[config.mk]
export PLATFORM = sky130hd
export DESIGN_NAME = conv_mac_sequencer_flat
export DESIGN_NICKNAME = d
export VERILOG_FILES = /design/src/rtl/conv_pkg.sv /design/src/rtl/conv_mac_sequencer_if.sv /design/src/rtl/conv_seq_counter.sv /design/src/rtl/conv_mac_sequencer.sv /design/src/flat_wrapper.sv
export SDC_FILE = /design/constraint.sdc
export NUM_CORES = 1
export LEC_CHECK = 0
export ABC_AREA = 0
export CORE_MARGIN = 2
export CORE_UTILIZATION = 52
export CTS_BUF_LIST = sky130_fd_sc_hd__clkbuf_8
export DETAILED_ROUTE_END_ITERATION = 16
export DONT_BUFFER_PORTS = 1
export MAX_ROUTING_LAYER = met4
export PLACE_DENSITY = 0.67
export SYNTH_ARGS = -nofsm -noshare
export SYNTH_HDL_FRONTEND = slang
export SYNTH_SLANG_ARGS = --single-unit
[constraint.sdc]
create_clock -name clk -period 2.3 [get_ports clk]
set_clock_uncertainty 0.05 [all_clocks]
set_input_delay 0.575 -clock clk [delete_from_list [all_inputs] [get_ports clk]]
set_output_delay 0.575 -clock clk [all_outputs]
set_load 0.01 [all_outputs]
[src/rtl/conv_pkg.sv]
// conv_pkg: shared state encoding and size helpers for the convolution MAC sequencer.
package conv_pkg;

   localparam int WIDTH_DEF = 32;

   typedef enum logic [1:0] {IDLE, ISSUE, DRAIN, OUTPUT} state_t;

   function automatic int calc_n(input int ksize);
      return ksize * ksize;
   endfunction

   function automatic int calc_addr_w(input int ksize);
      return (ksize * ksize <= 1) ? 1 : $clog2(ksize * ksize);
   endfunction

endpackage

[src/rtl/conv_mac_sequencer_if.sv]
// conv_mac_sequencer_if: controller, kernel and downstream signals of the sequencer; batch ports with CONV_SEQ_BATCH_EN.
interface conv_mac_sequencer_if #(
   parameter int WIDTH  = 32,
   parameter int ADDR_W = 4
);
   logic              i_start;
   logic              o_busy;
   logic [ADDR_W-1:0] o_tap_addr;
   logic              o_tap_valid;
   logic              o_acc_clr;
   logic [WIDTH-1:0]  i_sum;
   logic [WIDTH-1:0]  o_result;
   logic              o_result_valid;
   logic              i_out_ready;
   logic              o_done;
`ifdef CONV_SEQ_BATCH_EN
   logic [15:0]       i_win_count;
   logic [15:0]       o_win_idx;

   modport slave (
      input  i_start, i_sum, i_out_ready, i_win_count,
      output o_busy, o_tap_addr, o_tap_valid, o_acc_clr, o_result, o_result_valid, o_done, o_win_idx
   );

   modport master (
      output i_start, i_sum, i_out_ready, i_win_count,
      input  o_busy, o_tap_addr, o_tap_valid, o_acc_clr, o_result, o_result_valid, o_done, o_win_idx
   );
`else
   modport slave (
      input  i_start, i_sum, i_out_ready,
      output o_busy, o_tap_addr, o_tap_valid, o_acc_clr, o_result, o_result_valid, o_done
   );

   modport master (
      output i_start, i_sum, i_out_ready,
      input  o_busy, o_tap_addr, o_tap_valid, o_acc_clr, o_result, o_result_valid, o_done
   );
`endif
endinterface

[src/rtl/conv_seq_counter.sv]
// conv_seq_counter: loadable down-counter with terminal flag, saturating at zero.
module conv_seq_counter #(
   parameter int CW = 4
) (
   input  logic          clk,
   input  logic          rst,
   input  logic          i_load,
   input  logic [CW-1:0] i_load_val,
   input  logic          i_dec,
   output logic [CW-1:0] o_cnt,
   output logic          o_zero
);

   logic [CW-1:0] r_cnt;

   // load takes priority over decrement; counting stops at zero
   always_ff @(posedge clk) begin
      if (rst) r_cnt <= '0;
      else if (i_load) r_cnt <= i_load_val;
      else if (i_dec && r_cnt != '0) r_cnt <= r_cnt - 1'b1;
   end

   assign o_cnt  = r_cnt;
   assign o_zero = (r_cnt == '0);

endmodule

[src/rtl/conv_mac_sequencer.sv]
// conv_mac_sequencer: walks one KSIZE x KSIZE window through the MAC kernel and hands the sum downstream;
// CONV_SEQ_BATCH_EN adds back-to-back multi-window runs.
module conv_mac_sequencer
   import conv_pkg::*;
#(
   parameter int WIDTH    = WIDTH_DEF,
   parameter int KSIZE    = 3,
   parameter int PIPE_LAT = 2
) (
   input  logic               clk,
   input  logic               rst,
   conv_mac_sequencer_if.slave bus
);

   localparam int N      = calc_n(KSIZE);
   localparam int ADDR_W = calc_addr_w(KSIZE);
   localparam int CW     = 4;
   localparam logic [CW-1:0] TAP_LAST   = CW'(N - 1);
   localparam logic [CW-1:0] DRAIN_LAST = CW'((PIPE_LAT == 0) ? 0 : PIPE_LAT - 1);

   state_t           r_state, w_next;
   logic [WIDTH-1:0] r_result;
   logic [CW-1:0]    w_cnt, w_load_val;
   logic             w_cnt_zero, w_load, w_dec, w_accept, w_more;

   // one counter serves both phases: tap count while issuing, pipeline wait while draining
   conv_seq_counter #(.CW(CW)) u_cnt (
      .clk        (clk),
      .rst        (rst),
      .i_load     (w_load),
      .i_load_val (w_load_val),
      .i_dec      (w_dec),
      .o_cnt      (w_cnt),
      .o_zero     (w_cnt_zero)
   );

`ifdef CONV_SEQ_BATCH_EN
   logic [15:0] r_win_idx, r_win_cnt;

   // window bookkeeping: a zero count still runs one window
   always_ff @(posedge clk) begin
      if (rst) begin
         r_win_idx <= '0;
         r_win_cnt <= '0;
      end else if (r_state == IDLE && bus.i_start) begin
         r_win_idx <= '0;
         r_win_cnt <= (bus.i_win_count == '0) ? 16'd1 : bus.i_win_count;
      end else if (w_accept && w_more) begin
         r_win_idx <= r_win_idx + 16'd1;
      end
   end

   assign w_more        = (17'(r_win_idx) + 17'd1) < 17'(r_win_cnt);
   assign bus.o_win_idx = r_win_idx;
`else
   assign w_more = 1'b0;
`endif

   // state register
   always_ff @(posedge clk) begin
      if (rst) r_state <= IDLE;
      else r_state <= w_next;
   end

   // next state and counter control; the counter reloads on every ISSUE entry and at the ISSUE->DRAIN hand-off
   always_comb begin
      w_next     = r_state;
      w_accept   = (r_state == OUTPUT) && bus.i_out_ready;
      unique case (r_state)
         IDLE:    w_next = bus.i_start ? ISSUE : IDLE;
         ISSUE:   w_next = w_cnt_zero ? ((PIPE_LAT == 0) ? OUTPUT : DRAIN) : ISSUE;
         DRAIN:   w_next = w_cnt_zero ? OUTPUT : DRAIN;
         OUTPUT:  w_next = w_accept ? (w_more ? ISSUE : IDLE) : OUTPUT;
         default: w_next = IDLE;
      endcase
      w_load     = (w_next == ISSUE && r_state != ISSUE) || (r_state == ISSUE && w_cnt_zero);
      w_load_val = (r_state == ISSUE) ? DRAIN_LAST : TAP_LAST;
      w_dec      = (r_state == ISSUE) || (r_state == DRAIN);
   end

   // capture the kernel sum on the cycle the result becomes valid, hold until accepted
   always_ff @(posedge clk) begin
      if (rst) r_result <= '0;
      else if (w_next == OUTPUT && r_state != OUTPUT) r_result <= bus.i_sum;
   end

   // outputs decoded from state; address counts up while the counter counts down
   always_comb begin
      bus.o_busy         = (r_state != IDLE);
      bus.o_tap_valid    = (r_state == ISSUE);
      bus.o_tap_addr     = (r_state == ISSUE) ? ADDR_W'(TAP_LAST - w_cnt) : '0;
      bus.o_acc_clr      = (r_state == ISSUE) && (w_cnt == TAP_LAST);
      bus.o_result       = r_result;
      bus.o_result_valid = (r_state == OUTPUT);
      bus.o_done         = w_accept && !w_more;
   end

endmodule

[src/flat_wrapper.sv]
// flat-port wrapper written by rule: the top's interface ports become plain ports
module conv_mac_sequencer_flat import conv_pkg::*;
#(
   parameter int WIDTH    = WIDTH_DEF,
   parameter int KSIZE    = 3,
   parameter int PIPE_LAT = 2
)
  (clk, rst, bus_i_start, bus_i_sum, bus_i_out_ready, bus_o_busy, bus_o_tap_addr, bus_o_tap_valid, bus_o_acc_clr, bus_o_result, bus_o_result_valid, bus_o_done);
  conv_mac_sequencer_if #(.WIDTH(WIDTH), .ADDR_W(calc_addr_w(3))) bus_i ();
  input  logic clk;
  input  logic rst;
  input wire logic [$bits(bus_i.i_start)-1:0] bus_i_start;
  input wire logic [$bits(bus_i.i_sum)-1:0] bus_i_sum;
  input wire logic [$bits(bus_i.i_out_ready)-1:0] bus_i_out_ready;
  output wire logic [$bits(bus_i.o_busy)-1:0] bus_o_busy;
  output wire logic [$bits(bus_i.o_tap_addr)-1:0] bus_o_tap_addr;
  output wire logic [$bits(bus_i.o_tap_valid)-1:0] bus_o_tap_valid;
  output wire logic [$bits(bus_i.o_acc_clr)-1:0] bus_o_acc_clr;
  output wire logic [$bits(bus_i.o_result)-1:0] bus_o_result;
  output wire logic [$bits(bus_i.o_result_valid)-1:0] bus_o_result_valid;
  output wire logic [$bits(bus_i.o_done)-1:0] bus_o_done;
  assign bus_i.i_start = bus_i_start;
  assign bus_i.i_sum = bus_i_sum;
  assign bus_i.i_out_ready = bus_i_out_ready;
  assign bus_o_busy = bus_i.o_busy;
  assign bus_o_tap_addr = bus_i.o_tap_addr;
  assign bus_o_tap_valid = bus_i.o_tap_valid;
  assign bus_o_acc_clr = bus_i.o_acc_clr;
  assign bus_o_result = bus_i.o_result;
  assign bus_o_result_valid = bus_i.o_result_valid;
  assign bus_o_done = bus_i.o_done;
  conv_mac_sequencer #(.WIDTH(WIDTH), .KSIZE(KSIZE), .PIPE_LAT(PIPE_LAT)) u_core (.clk(clk), .rst(rst), .bus(bus_i));
endmodule
==> results.py, run 1 <==
metrics = {
    "die": {
        "die-area_mm2": 0.00422,
        "die_x_um": 64.9,
        "placementRows": 22,
        "pin_count": 77,
        "start_util_pct": 53.5,
        "die_y_um": 64.9,
        "core-area_mm2": 0.00361,
    },
    "worst_setup_path": {
        "startpoint": "u_core.r_state[1]",
        "r2r_start": "u_core.u_cnt.o_cnt[0]",
        "critical-path-slowest-cell": "ha_1",
        "critical_path.endpoint": "bus_o_acc_clr",
        "ff2ff_setup_slack_ps": 400,
        "cp_slowest_stage_delay_ps": 400,
        "critPathArrivalTime_ps": 1440,
        "worstReg2RegEnd": "u_core.bus.o_result[12]",
        "worst_setup_path_end_kind": "output pin",
        "r2r_cells": 6,
        "start_kind": "flip-flop",
        "critPathMaxFanout": 11,
        "required_ps": 1670,
        "path_cells": "inv_1 -> ha_1 -> and4b_1",
        "critPathKind": "flip-flop to output pin",
    },
    "placement": {
        "io_buffers": 0,
        "place_area_mm2": 0.00194,
        "place_ws_ps": 387,
        "gp_congestion": 0.819,
        "numPlacedInstances": 234,
        "dp.final_hpwl_um": 2620,
    },
    "finish": {
        "final_util_pct": 55.9,
        "instances_no_fill": 241,
        "layout_commonest_cell": "nand2b_1",
        "layout-drive-gt1-share_pct": 9.33,
        "nets": 236,
        "final_cell_mix": "nand2b_1, dfxtp_1, mux2i_1",
        "areaGrowthSynthToFinish_pct": 4.41,
        "diodes": 0,
        "finish.instance_area_mm2": 0.00202,
    },
    "sta": {
        "hold_viol_final": 0,
        "fin_tns_setup_ps": 0,
        "max_slew.worst_pin.slew_ps": 361,
        "timing.fmax_mhz": 485,
        "min_period_ps": 2060,
        "finalSetupViolCount": 0,
        "setup_slack_ps": 238,
        "rsz0062_at_grt": "no",
        "relSlewSlack_pct": 75.6,
        "whs_ps": 314,
        "fin_crit_sh_pct": 89.7,
        "slew_violations": 0,
    },
    "pwr": {
        "pwr_density_cell_mw_per_mm2": 655,
        "power.leakage_nw": 0.694,
        "max-vdd-ir-drop_uv": 415,
        "p_total_mw": 1.32,
    },
    "route": {
        "via_count": 1293,
        "vias_per_cell": 5.37,
        "drtIter0Drc": 71,
        "drc": 0,
        "routed_wl_um": 3590,
        "drtPass1Iterations": 4,
        "route.antenna.remaining_nets": 0,
        "wl_per_cell_um": 14.9,
    },
    "yosys": {
        "seq_area_frac_synth_pct": 39.4,
        "synth_seq_cells": 38,
        "syn-num-nets": 240,
        "synth_cells": 197,
        "synth_cell_types": 29,
        "synth_area_per_cell_um2": 9.80,
        "synth_area_mm2": 0.00193,
        "yosysWarnings": 0,
    },
    "clocking": {
        "cts_tree": "built",
        "clk_path_buf_depth": 2,
        "cts_hold_buf": 0,
        "clk_pin_slew_ps": 70,
        "cts_resized": 0,
        "root_buffer": "clkbuf_8",
        "numCtsBuffers": 5,
        "clkSinkCount": 38,
        "post_cts_buffers": 0,
        "htree_levels": 2,
        "clkLatencyLatePin_ps": 280,
    },
    "grt": {
        "grt_pass1_vias": 1328,
        "grt_remaining_overflow": 0,
        "antenna_found_initial": 0,
        "grt_max_degree": 69,
        "grt_pass1_wl_um": 5910,
        "track_usage_pct": 18.5,
    },
    "outcome": {
        "status": "finished clean",
    },
    "job": {
        "cap_violations": 0,
    },
    "min_path": {
        "hp-class": "input pin to flip-flop",
    },
}
## final cells by class
class / count / area [um2]
sequential: 38 / 761
clock inverter: 2 / 10.0
timing repair buffer: 2 / 15.0
fill: 345 / 1590
clock buffer: 5 / 68.8
multi-input combinational: 141 / 1080
tap: 48 / 60.1
inverter: 5 / 18.8
## registers in the layout, indices dropped and copies added (netlist names)
| register | count |
|---|---|
| u_core.bus.o_result | 32 |
| u_core.u_cnt.o_cnt | 4 |
| u_core.r_state | 2 |
## worst min path at each step
| stage | endpoint | from | slack [ps] | cells past startpoint |
|---|---|---|---|---|
| finish | u_core.u_cnt.o_cnt[0] | rst | 310 | 1 |
| global route | u_core.u_cnt.o_cnt[0] | rst | 290 | 1 |
| CTS | u_core.u_cnt.o_cnt[0] | rst | 300 | 1 |
| detailed placement | u_core.bus.o_result[9] | u_core.bus.o_result[9] | 460 | 2 |
| global placement | u_core.bus.o_result[24] | u_core.bus.o_result[24] | 450 | 2 |
| floorplan | u_core.bus.o_result[0] | u_core.bus.o_result[0] | 440 | 2 |
## critical path, delay by kind of cell, from the launching register on
family	cells	cell delay (ps)
adder cells (fa/ha/maj)	1	400
buffers and inverters	1	110
flip-flops	1	330
AND/OR/NAND/NOR	1	320
## power breakdown
group          switching, mW  internal (mW)  total, mW  leakage (nW)
Clock                  0.220          0.203      0.423        0.0438
Sequential            0.0213          0.672      0.693         0.307
Combinational          0.101          0.102      0.203         0.343
## routing by layer
layer | up-vias | GRT usage [%] | part of all wire, % | wire, um
met5 | - | - | 0 | 0
met3 | 5 | 8.85 | 10 | 377
met4 | 0 | 5.32 | 1.2 | 42
li1 | 632 | - | - | -
met1 | 594 | 20.4 | 42 | 1500
met2 | 62 | 29.8 | 46 | 1670
## synthesized netlist by cell type
| cell type | number | area (um2) |
|---|---|---|
| nand2b_1 | 64 | 400 |
| dfxtp_1 | 38 | 761 |
| mux2i_1 | 33 | 330 |
| clkbuf_1 | 8 | 30.0 |
| ha_1 | 7 | 87.6 |
| and2_1 | 5 | 31.3 |
| inv_1 | 5 | 18.8 |
| nor2_1 | 4 | 15.0 |
| nor3_1 | 4 | 20.0 |
| buf_4 | 3 | 22.5 |
| nand2_1 | 3 | 11.3 |
| or2_2 | 3 | 18.8 |
| a2111oi_2 | 2 | 30.0 |
| a211oi_1 | 2 | 15.0 |
| a21oi_1 | 2 | 10.0 |
| and2_4 | 1 | 8.76 |
| and4b_1 | 1 | 10.0 |
| and4bb_1 | 1 | 12.5 |
| buf_2 | 1 | 5.00 |
| buf_6 | 1 | 11.3 |
| nor2b_1 | 1 | 6.26 |
| nor3b_2 | 1 | 12.5 |
| nor4b_1 | 1 | 8.76 |
| o211a_1 | 1 | 10.0 |
| o32ai_1 | 1 | 8.76 |
| or3_1 | 1 | 6.26 |
| or3b_4 | 1 | 11.3 |
| xnor2_1 | 1 | 8.76 |
| xor2_1 | 1 | 8.76 |
## logic make-up after synthesis
kind of cell    after synthesis  share of synthesized area (%)
compound gates                8                           3.82
xor+xnor                      2                          0.907
fa+ha+maj                     7                           4.54
buf+inv                      18                           4.54
flops                        38                           39.4
mux                          33                           17.1
simple gates                 91                           29.7
Note: power is estimated with default switching activity, not from simulation.
==> run 2: changes to the inputs <==
Settings changed: SKIP_CTS_REPAIR_TIMING set to 1, SKIP_LAST_GASP set to 1.
==> results of run 2 <==
Same layout as run 1: the final DEF is identical, and so are final timing and power.
==> run 3: changes to the inputs <==
Settings changed: CTS_CLUSTER_DIAMETER set to 80.
==> results of run 3 <==
Same layout as run 1: the final DEF is identical, and so are final timing and power.
